### src/rtl/instr_seq_pkg.sv
// Shared definitions for the instruction sequencer: FSM states, default halt
// opcode and the field layout of an instruction word.
package instr_seq_pkg;

   typedef enum logic [1:0] {
      IDLE  = 2'd0,
      FETCH = 2'd1,
      EXEC  = 2'd2,
      HALT  = 2'd3
   } state_t;

   localparam logic [3:0] HALT_FUNC_DEFAULT = 4'hF;

   localparam int FUNC_MSB    = 7;
   localparam int FUNC_LSB    = 4;
   localparam int OPERAND_MSB = 3;
   localparam int OPERAND_LSB = 0;

endpackage

### src/rtl/pc_counter.sv
// Program counter: wraps modulo 2^PC_W; a synchronous clear takes priority
// over the increment enable.
module pc_counter #(
   parameter int PC_W = 4
) (
   input  logic            clk,
   input  logic            rst_n,
   input  logic            en,
   input  logic            clr,
   output logic [PC_W-1:0] pc
);

   always_ff @(posedge clk or negedge rst_n) begin
      if (!rst_n) begin
         pc <= '0;
      end else if (clr) begin
         pc <= '0;
      end else if (en) begin
         pc <= pc + 1'b1;
      end
   end

endmodule

### src/rtl/instr_sequencer.sv
// Fetch/execute sequencer: fetches instruction words from address PC, presents
// func/operand to the decoder and pulses exec_valid once per executed instruction.
module instr_sequencer
   import instr_seq_pkg::*;
#(
   parameter int         PC_W      = 4,
   parameter logic [3:0] HALT_FUNC = HALT_FUNC_DEFAULT
) (
   input  logic            clk,
   input  logic            rst_n,
   input  logic            start,
   output logic [PC_W-1:0] instr_addr,
   output logic            instr_req,
   input  logic            instr_ack,
   input  logic [7:0]      instr_data,
   input  logic            stall,
   output logic [3:0]      func,
   output logic [3:0]      operand,
   output logic            exec_valid,
   output logic            busy,
   output logic            halted,
   output logic [7:0]      exec_count
);

   state_t state;
   logic   pc_en;
   logic   pc_clr;

   // The PC moves only on the EXEC exit edge and is zeroed whenever a run begins.
   assign pc_en  = (state == EXEC) && !stall;
   assign pc_clr = start && ((state == IDLE) || (state == HALT));

   pc_counter #(.PC_W(PC_W)) u_pc (
      .clk   (clk),
      .rst_n (rst_n),
      .en    (pc_en),
      .clr   (pc_clr),
      .pc    (instr_addr)
   );

   always_ff @(posedge clk or negedge rst_n) begin
      if (!rst_n) begin
         state      <= IDLE;
         func       <= '0;
         operand    <= '0;
         exec_count <= '0;
         instr_req  <= 1'b0;
         exec_valid <= 1'b0;
         busy       <= 1'b0;
         halted     <= 1'b0;
      end else begin
         exec_valid <= 1'b0;
         case (state)
            IDLE, HALT: begin
               if (start) begin
                  state      <= FETCH;
                  instr_req  <= 1'b1;
                  busy       <= 1'b1;
                  halted     <= 1'b0;
                  exec_count <= '0;
               end
            end
            FETCH: begin
               if (instr_ack) begin
                  func      <= instr_data[FUNC_MSB:FUNC_LSB];
                  operand   <= instr_data[OPERAND_MSB:OPERAND_LSB];
                  instr_req <= 1'b0;
                  if (instr_data[FUNC_MSB:FUNC_LSB] == HALT_FUNC) begin
                     state  <= HALT;
                     busy   <= 1'b0;
                     halted <= 1'b1;
                  end else begin
                     state  <= EXEC;
                  end
               end
            end
            EXEC: begin
               // Pulse lands the cycle after the exit edge, while func/operand
               // still hold the value latched on the previous acknowledge.
               if (!stall) begin
                  exec_valid <= 1'b1;
                  state      <= FETCH;
                  instr_req  <= 1'b1;
                  if (exec_count != 8'hFF) begin
                     exec_count <= exec_count + 8'd1;
                  end
               end
            end
            default: state <= IDLE;
         endcase
      end
   end

endmodule
### config.mk
export PLATFORM = sky130hd
export DESIGN_NAME = instr_sequencer
export DESIGN_NICKNAME = d
export VERILOG_FILES = /design/src/rtl/instr_seq_pkg.sv /design/src/rtl/pc_counter.sv /design/src/rtl/instr_sequencer.sv
export SDC_FILE = /design/constraint.sdc
export NUM_CORES = 1
export LEC_CHECK = 0
export CAP_MARGIN = 20
export CORE_MARGIN = 4
export CORE_UTILIZATION = 40
export DETAILED_ROUTE_END_ITERATION = 7
export PLACE_DENSITY_LB_ADDON = 0.12
export SLEW_MARGIN = 40
export SYNTH_ARGS = -nofsm -noshare
export SYNTH_HDL_FRONTEND = slang
export SYNTH_SLANG_ARGS = --single-unit
### constraint.sdc
create_clock -name clk -period 2.3 [get_ports clk]
set_clock_uncertainty 0.05 [all_clocks]
set_input_delay 0.46 -clock clk [delete_from_list [all_inputs] [get_ports clk]]
set_output_delay 0.46 -clock clk [all_outputs]
set_load 0.05 [all_outputs]
==> Word-level counts from Yosys, hierarchy flattened <==
Index checks and enable logic that the tools add are counted.
{ "classes": {"n_eq_ne": 10, "add_sub_neg": 2, "n_reduce_logical": 13, "mux": 24} }
{ "ops": {"columns": ["op", "n"], "rows": [
  ["$mux W8", 3],
  ["$pmux W8 S2", 1],
  ["$mux W1", 11],
  ["$add A8 B1 Y8 const B", 1],
  ["$mux W4", 2],
  ["$ne A2 B2 Y1 const B", 4],
  ["$ne A8 B8 Y1 const B", 1],
  ["$reduce_and A4 Y1", 2],
  ["$mux W2", 3],
  ["$pmux W2 S3", 1],
  ["$reduce_bool A2 Y1", 3],
  ["$add A4 B1 Y4 const B", 1],
  ["$eq A2 B2 Y1 const B", 2],
  ["$eq A4 B4 Y1 const B", 1],
  ["$pmux W1 S2", 2],
  ["$pmux W1 S3", 1],
  ["$reduce_and A3 Y1", 1],
  ["$eq A2 B1 Y1 const B", 1],
  ["$logic_and A1 B1 Y1", 2],
  ["$logic_not A2 Y1", 1],
  ["$ne A2 B1 Y1 const B", 1],
  ["$reduce_and A2 Y1", 1],
  ["$reduce_or A2 Y1", 1],
  ["$logic_not A1 Y1", 1],
  ["$logic_or A1 B1 Y1", 1]
]} }
{ "totals": {"regBits": 26, "word_cells": 58, "out_inout_bits": 24, "in_bits": 13} }

==> Logic depth before layout (Yosys ltp) <==
Gate-level depths: netlist of the first run.
{ "depth": {"depth_word": 4, "mapped_depth": 8, "ltp_nobuf": 6} }

==> By module <==
From an unflattened synthesis of the first run, not the netlist that was laid out.
{ "unflattened": {"cells_unflattened": 114, "area_unflattened_um2": 1278.7} }
{ "modules_own_cells": {"columns": ["module", "cells_per_inst", "instances", "seq_area_each_um2", "area_each_um2"], "rows": [
  ["instr_sequencer", 98, 1, 550.5, 1086.0],
  ["pc_counter", 16, 1, 100.1, 192.7]
]} }

==> Worst setup path after synthesis of the first run <==
OpenSTA, ideal clock, no wires.
{ "synth_path": {"path_kind": "register to register", "start": "reg exec_count[0]", "end": "reg exec_count[6]", "path_buffers": 1, "required_time_ps": 2155, "t_arrival_ps": 1944, "path_stages_with_launch": 7, "path_slack_ps": 211, "synth_period_minus_slack_ps": 2089, "setup_time_ps": 95, "cell_sequence": "dfrtp_1 -> ha_1 -> and3_1 -> a41o_4 -> or2_1 -> buf_6 -> o32ai_2"} }
{ "synth_via": {"elab_chain_len": 4, "elab_cells_between_ends": 7, "classes_between": "add/sub (1); eq/ne (2); mux (3); reduce/logical (1)"} }
{ "synth_lines": {"columns": ["element", "line_no", "source"], "rows": [
  ["start, declared", "instr_sequencer.sv:22", "output logic [7:0] exec_count"],
  ["start signal, assigned", "instr_sequencer.sv:85", "exec_count <= exec_count + 8'd1;"],
  ["$add A8 B1 Y8", "instr_sequencer.sv:85", null],
  ["$mux W8", "instr_sequencer.sv:84", "if (exec_count != 8'hFF) begin"],
  ["$mux W8", "instr_sequencer.sv:80", "if (!stall) begin"],
  ["$pmux W8 S2", "instr_sequencer.sv:53", "case (state)"]
]} }
Several ways; a longest one is shown, not always the timed one. The select of a mux whose other input is x is not followed.
A chain may end at the register's enable or synchronous reset.

==> Worst setup path in the final report of the first run <==
{ "layout_path": {"start": "reg exec_count[4]", "end": "out exec_count[4]"} }
No word-level cell between the ends.

==> metrics, run 1 <==
top-area cell type share of the netlist area 49.90%; Max clock buf depth 2; layout cells sized above 1 12.99%; I/O pins 37; synth-to-layout area growth 31.19%; Leak Pwr 0.7305 nW; internal power 1.085 mW; syn_nets 135; vias per inst 5.232; Congestion Overflow GR 0; RSZ-0062 raised after global routing no; combinational power share 58.4%; Setup-failing EPs final 0; Yosys reg bits 26; WP data required 1.79 ns; WL final 2692 um; largest net degree at the start of global routing 27; DR WL/cell 13.60 um; worst hold path class in -> async; Initial Util 42.36%; most common cell in the synthesized netlist dfrtp_1; vias in the first global route 1,023; Layout Cells excl Fill 198; CP Class reg -> out; EDFF count, synth 0; number of setup buffers added after CTS 0; sequential fraction of the synthesis area 49.90%; Ys Warns 0; number of nets with antenna violations after routing 0; Site Rows 20; Resize count post-CTS 0; Slew HR 66.27%; Final HPWL DP 1976 um; Crit Path Max Fanout 8; Mapped Cells 118; register share of total power 32.3%; prevailing post-synth register cell dfrtp_1; Core Area 3078 um^2; initial antenna violation count 0; first-pass GRT wire length 4685 um; Max Clk Rate 462.7 MHz; critical path, cell by cell clkdlybuf4s50_1; Pre-antenna DRT Iters 4; Slew Limit Fails 0; Buf+Inv Stages, Crit Path 1; Post-CTS Hold Fix Bufs 0; RePlAce Congestion 0.7751; Total Nets Final 173; Clock Power Share 9.3%; Max-Cap Viols 0; min Tclk post-route 2.161 ns; initial DRC count 69; Worst-Margin Slew 0.5043 ns; power per cell area 1208 nW/um^2; die area 4237 um^2; clk_lat worst skew 0.32 ns; clk slew on worst S/H paths 0.13 ns; net switching power 980.7 uW; top cells by area, synth dfrtp_1, mux2_2, ha_1, o21ai_0, nand3b_1; Port Buffer Count 36; Num CTS Buffers 3; ant diodes 0; Peak supply drop 632.5 uV; Mapped Area 1304 um^2; synth unique cells 35; Tcrit/Tclk final 93.96%; Startpoint Class register; asr flop ratio synth 100.0%; syn avg cell area 11.05 um^2; CP max-delay cell clkdlybuf4s50_1; worst endpoint data arrival time 1.65 ns; Critical Path Sink Type output port; setup_tns 0 ns; Final Hold Vio Count 0; crit-path max cell delay 0.85 ns; dominant cell type by area after synthesis dfrtp_1; cell family with most CP delay buffers and inverters; CTS Root Cell clkbuf_4; Chip Height 65.09 um; GR Util All Layers 13.84%; die width 65.09 um; # DRC 0; Sw Share 47.47%; TritonCTS clock tree built; clk sink count 26; top cells by count, synth dfrtp_1, nand2_1, o21ai_0; status finished clean; vias 1,036; H-tree depth 1; dpl cells 195
[flip-flops by register name, indices dropped and copies added (netlist names)]
name and count:
instr_req 1, operand 4, state 2, halted 1, exec_valid 1, func 4, u_pc.pc 4, busy 1
exec_count 8
[power groups by stage]
stage	clock, mW	sequential (mW)	combinational (mW)
3_3_place_gp	0	0.668	1.20
6_report	0.193	0.667	1.21
5_1_grt	0.229	0.689	1.30
2_1_floorplan	0	1.06	0.532
4_1_cts	0.205	0.668	1.22
3_5_place_dp	0	0.677	1.21
[cell type report]
class / count / area (um^2)
Clock buffer: 3 / 22.52
Fill cell: 301 / 1368
Inverter: 6 / 22.52
Multi-Input combinational cell: 80 / 576.8
Sequential cell: 26 / 650.6
Tap cell: 44 / 55.05
Timing Repair Buffer: 39 / 382.9
[per-layer routing]
metal	part of all wire [%]	vias up	GRT usage [%]
met5	0	-	0
met3	7.1	4	3.248
met4	1.0	0	4.663
li1	-	498	-
met1	45	497	17.96
met2	46	37	22.73
[layout by cell type (no fill, tap or decap), types with 2 or more instances in the layout]
master	instances
clkdlybuf4s50_1	36
dfrtp_1	26
nand2_1	10
o21ai_0	10
mux2_2	8
nand3b_1	6
a21oi_1	6
inv_1	5
nor2_1	5
and3_1	4
o221ai_1	4
ha_1	4
nand4_1	3
clkbuf_4	3
buf_4	3
xor2_1	2
[path summary, 6_finish.rpt]
| check | start | endpoint | slack [ns] | cells past startpoint |
|---|---|---|---|---|
| max | exec_count[4] | exec_count[4] | 0.14 | 1 |
| min | rst_n | u_pc.pc[2] | 0.44 | 2 |
| max reg2reg | exec_count[0] | exec_count[6] | 0.31 | 5 |
| min reg2reg | instr_req | instr_req | 0.45 | 1 |
| max in group asynchronous | rst_n | u_pc.pc[1] | 1.50 | 2 |
| min in group clk | instr_req | instr_req | 0.45 | 1 |
[cells by family (layout without fill, tap and decap cells)]
kind of cell	Yosys count	after routing	synth area share, %
AOI/OAI and AO/OA	30	30	16.60
muxes	9	9	7.678
and+or+nand+nor	34	34	14.11
DFF	26	26	49.90
buffers and inverters	12	48	5.854
xor gates and xnor gates	3	3	2.016
adders and majority gates	4	4	3.839
[stage by stage]
| stage | utilization, % | hold WS, ns | setup WS (ns) | total power, mW | instance area [um^2] |
|---|---|---|---|---|---|
| 3_5_place_dp | 54.84 | 0.4287 | 0.1727 | 1.886 | 1688 |
| 5_1_grt | 55.57 | 0.4517 | 0.03865 | 2.216 | 1710 |
| 2_1_floorplan | - | 0.1144 | 0.2106 | 1.593 | 1304 |
| 4_1_cts | 55.57 | 0.4446 | 0.1190 | 2.089 | 1710 |
| 3_3_place_gp | 54.84 | 0.4245 | 0.2147 | 1.865 | 1688 |
| 6_report | 55.57 | 0.4395 | 0.1390 | 2.066 | 1710 |
(Power assumes the default switching activity.)
==> run 2: changes to the inputs <==
==> constraint.sdc (replaced) <==
create_clock -name clk -period 1.96 [get_ports clk]
set_clock_uncertainty 0.05 [all_clocks]
set_input_delay 0.392 -clock clk [delete_from_list [all_inputs] [get_ports clk]]
set_output_delay 0.392 -clock clk [all_outputs]
set_load 0.05 [all_outputs]
==> run 2 against run 1 <==
Against the previous run: sequential cell count unchanged; worst setup slack worse by 0.031 ns; die area unchanged; wire length up 0.11%; non-clock buffer count up 4; critical endpoint is now exec_count[6].
==> metrics, run 2 (same netlist as run 1, synthesis figures left out) <==
Final Hold Vio Count 0; largest net degree at the start of global routing 27; Layout Cells excl Fill 203; Chip Height 65.09 um; layout cells sized above 1 27.67%; Final HPWL DP 1941 um; status finished clean; Core Area 3078 um^2; Peak supply drop 848.4 uV; initial DRC count 46; Pre-antenna DRT Iters 4; Worst-Margin Slew 0.5116 ns; DR WL/cell 13.28 um; CP Class reg -> reg; worst reg2reg setup slack 0.11 ns; clk_lat worst skew 0.32 ns; post-route design area 1749 um^2; Site Rows 20; CP max-delay cell dfrtp_2; # DRC 0; Crit Path Max Fanout 8; final setup margin 0.1084 ns; pre-CTS setup slack 0.001213 ns; Slew Limit Fails 0; Tcrit/Tclk final 94.47%; worst hold path class in -> async; reg2reg start exec_count[0]; die width 65.09 um; ant diodes 0; Max clock buf depth 2; vias per inst 5.089; I/O pins 37; Critical Path Sink Type register; Worst Reg-to-Reg Cells 5; Congestion Overflow GR 0; DP Area 1678 um^2; WL final 2695 um; Top reg by flops exec_count; Port Buffer Count 36; Startpoint Class register; min Tclk post-route 1.852 ns; RSZ-0062 raised after global routing no; crit-path max cell delay 0.46 ns; vias in the first global route 1,021; Initial Util 42.36%; vias 1,033; Num CTS Buffers 3; hold_ws 0.3596 ns; setup_tns 0 ns; PnR Total Power 2.520 mW; max reg flops 8; number of nets with antenna violations after routing 0; Leak Pwr 0.8576 nW; dpl cells 198; clk sink count 26; die area 4237 um^2; GR Util All Layers 13.76%; synth-to-layout area growth 34.17%; first-pass GRT wire length 4678 um; initial antenna violation count 0; commonest non-fill, non-tap cell in the layout dfrtp_1; H-tree depth 1; Buf+Inv Stages, Crit Path 0; Slew HR 65.84%; Fillers 287; Post-CTS Hold Fix Bufs 0; clk slew on worst S/H paths 0.14 ns; most frequent cells in the layout dfrtp_1, buf_4, clkdlybuf4s50_1; RePlAce Congestion 0.8557; Setup-failing EPs final 0; Total Nets Final 177; FF-to-FF End exec_count[6]; critical path, cell by cell ha_2 > and3_4 > a41o_4 > or2_4 > o32ai_4; cell family with most CP delay compound AO/OA/AOI/OAI gates; power per cell area 1441 nW/um^2; WP data required 2.15 ns; fin util 56.83%; Max-Cap Viols 0; TritonCTS clock tree built; CTS Root Cell clkbuf_4; worst endpoint data arrival time 2.04 ns; Max Clk Rate 540.1 MHz
==> run 2: worst max-delay path by stage <==
stage,from,end,slack [ns],cells after the start
3_5_place_dp,start,exec_count[6],0.001,5
6_report,exec_count[0],exec_count[6],0.11,5
2_1_floorplan,exec_count[0],exec_count[0],0.008,6
3_3_place_gp,start,exec_count[6],0.02,5
4_1_cts,func[0],func[0],0.005,1
5_1_grt,exec_count[0],exec_count[6],0.04,5
==> run 2: worst reg2reg max path, cell delays in order (launching register included) <==
cell,delay [ns]
dfrtp_2,0.46
ha_2,0.21
and3_4,0.20
a41o_4,0.30
or2_4,0.31
o32ai_4,0.25
==> run 2: repair_timing <==
action | 4_1_cts | 5_1_grt
buffers inserted | 0 | 1
resized for setup | 2 | 11
setup endpoints to repair | 2 | 10
pin swaps | 0 | 2
==> run 2: cell type report <==
type / instances / area, um^2 / share of cell area (%)
multi-input cells: 80 / 598.1 / 34.19
well taps: 44 / 55.05 / 3.147
inverters: 6 / 22.52 / 1.288
repair buffers: 43 / 394.1 / 22.53
clock buffers: 4 / 26.28 / 1.502
flip-flops and latches: 26 / 653.1 / 37.34
==> run 2: per-layer routing <==
metal,share of wire [%],wire (um),GRT usage [%]
met1,46,1239,18.93
met2,48,1294,21.33
met3,5.5,147,3.761
met4,0.52,14,3.886
met5,0,0,0
==> run 2: power by group <==
part,leakage (nW),internal [mW],switching [mW]
combinational,0.515,0.564,0.936
clock,0.0150,0.0796,0.157
sequential,0.328,0.688,0.0951
==> run 3: changes to the inputs <==
--- a/config.mk
+++ b/config.mk
@@ -5,12 +5,14 @@
 export SDC_FILE = /design/constraint.sdc
 export NUM_CORES = 1
 export LEC_CHECK = 0
+export ABC_AREA = 1
 export CAP_MARGIN = 20
 export CORE_MARGIN = 4
-export CORE_UTILIZATION = 40
+export CORE_UTILIZATION = 38
 export DETAILED_ROUTE_END_ITERATION = 7
 export PLACE_DENSITY_LB_ADDON = 0.12
 export SLEW_MARGIN = 40
 export SYNTH_ARGS = -nofsm -noshare
 export SYNTH_HDL_FRONTEND = slang
 export SYNTH_SLANG_ARGS = --single-unit
+export TNS_END_PERCENT = 5
==> run 3 against run 2 <==
Against the previous run: worst setup slack improved by 0.18 ns; first-iteration DRC count fell by 13%; wire length rose by 4.3%; non-clock buffer count fell by 6; critical endpoint is now operand[0].
==> metrics, run 3 <==
vias per inst 4.576; CP Class reg -> out; # DRC 0; pre-CTS setup slack 0.1682 ns; first-pass GRT wire length 4664 um; dominant cell type by area after synthesis dfrtp_1; clk sink count 26; power per cell area 1359 nW/um^2; worst endpoint data arrival time 1.23 ns; synth-to-layout area growth 31.10%; Mapped Area 1324 um^2; Site Rows 21; RSZ-0062 raised after global routing no; CTS Root Cell clkbuf_4; WP data required 1.52 ns; initial DRC count 40; Core Area 3363 um^2; asr flop ratio synth 100.0%; top-area cell type share of the netlist area 49.15%; Initial Util 39.36%; commonest non-fill, non-tap cell in the layout nand2_1; most common cell in the synthesized netlist nand2_1; Final Hold Vio Count 0; hold_ws 0.3707 ns; clk slew on worst S/H paths 0.14 ns; top cells by count, synth nand2_1, dfrtp_1, inv_1; most frequent cells in the layout nand2_1, dfrtp_1, inv_1; number of nets with antenna violations after routing 0; Slew Limit Fails 0; cell family with most CP delay buffers and inverters; RePlAce Congestion 0.8399; Layout Cells excl Fill 238; Setup-failing EPs final 0; vias 1,089; WL final 2811 um; min Tclk post-route 1.671 ns; dpl cells 234; worst hold path class in -> async; Congestion Overflow GR 0; Port Buffer Count 36; Max Clk Rate 598.5 MHz; GR Util All Layers 13.65%; die width 67.02 um; Ys Warns 0; DP Area 1687 um^2; top cells by area, synth dfrtp_1, nand2_1, mux2_2, inv_1, nand3_1; EDFF count, synth 0; vias in the first global route 1,065; Yosys reg bits 26; Worst-Margin Slew 0.5181 ns; Num CTS Buffers 3; Max-Cap Viols 0; critical path, cell by cell dlygate4sd2_1; H-tree depth 1; Slew HR 65.40%; sequential fraction of the synthesis area 49.15%; post-route design area 1735 um^2; fin util 51.60%; crit-path max cell delay 0.53 ns; syn avg cell area 8.652 um^2; PnR Total Power 2.359 mW; Pre-antenna DRT Iters 4; ant diodes 0; setup_tns 0 ns; Total Nets Final 210; CP max-delay cell dlygate4sd2_1; Max clock buf depth 2; Peak supply drop 878.2 uV; status finished clean; Leak Pwr 0.9192 nW; max reg flops 8; Top reg by flops exec_count; die area 4492 um^2; syn_nets 170; synth unique cells 23; Final HPWL DP 2138 um; final setup margin 0.2892 ns; layout cells sized above 1 20.31%; Chip Height 67.02 um; Crit Path Max Fanout 2; Mapped Cells 153; Critical Path Sink Type output port; I/O pins 37; Tcrit/Tclk final 85.25%; largest net degree at the start of global routing 27; Startpoint Class register; DR WL/cell 11.81 um; prevailing post-synth register cell dfrtp_1; TritonCTS clock tree built; Buf+Inv Stages, Crit Path 1; number of setup buffers added after CTS 0; initial antenna violation count 0; clk_lat worst skew 0.32 ns
==> run 3: changes by cell type after synthesis, sizes merged, moves of 2 or more <==
| cell | delta |
|---|---|
| o21ai | -2 |
| a21oi | -3 |
| nand3 | +13 |
| nand4 | -2 |
| o221ai | -4 |
| nand3b | -5 |
| nor2 | +7 |
| a21o | -2 |
| nand2 | +38 |
| and3 | -5 |
| inv | +14 |
| clkbuf | -3 |
==> run 3: cells by family after synthesis <==
family / after synthesis / synth area share (%)
buffers and inverters: 22 / 7.372
and+or+nand+nor: 76 / 24.58
muxes: 8 / 6.806
adders and majority gates: 4 / 3.781
DFF: 26 / 49.15
AOI/OAI and AO/OA: 15 / 6.995
xor gates and xnor gates: 2 / 1.323
==> run 3: area by class of cell <==
| cell class | instances | area, um^2 |
|---|---|---|
| Tap cell | 46 | 57.56 |
| Inverter | 20 | 75.07 |
| Multi-Input combinational cell | 105 | 575.6 |
| Timing Repair Buffer | 37 | 340.3 |
| Clock buffer | 4 | 36.28 |
| Fill cell | 348 | 1628 |
| Sequential cell | 26 | 650.6 |
==> run 3: worst paths after layout <==
| path | startpoint | endpoint | slack, ns | depth (start not counted) |
|---|---|---|---|---|
| min reg2reg | busy | busy | 0.46 | 2 |
| max | operand[0] | operand[0] | 0.29 | 1 |
| max reg2reg | state[0] | exec_count[3] | 0.33 | 9 |
| min in group clk | busy | busy | 0.46 | 2 |
| max in group asynchronous | rst_n | operand[1] | 1.24 | 2 |
| min | rst_n | exec_count[6] | 0.37 | 2 |
==> run 3: what timing repair did <==
item / in CTS / in global routing
hold buffers: 0 / 0
endpoints found under the hold margin: 0 / 0
endpoints found under the setup margin: 2 / 6
gates resized for setup: 2 / 6
==> run 3: layer usage <==
layer | vias to the layer above | wire, um | track usage (%)
li1 | 564 | - | -
met1 | 502 | 1206 | 17.73
met2 | 19 | 1486 | 22.21
met3 | 4 | 95 | 2.530
met4 | 0 | 22 | 5.316
met5 | - | 0 | 0
==> run 3: report_power, final <==
part	leakage, nW	internal, mW	switching, mW	total (mW)
sequential	0.334	0.686	0.0855	0.771
clock	0.0210	0.114	0.161	0.274
combinational	0.564	0.425	0.889	1.31
total	0.919	1.22	1.13	2.36
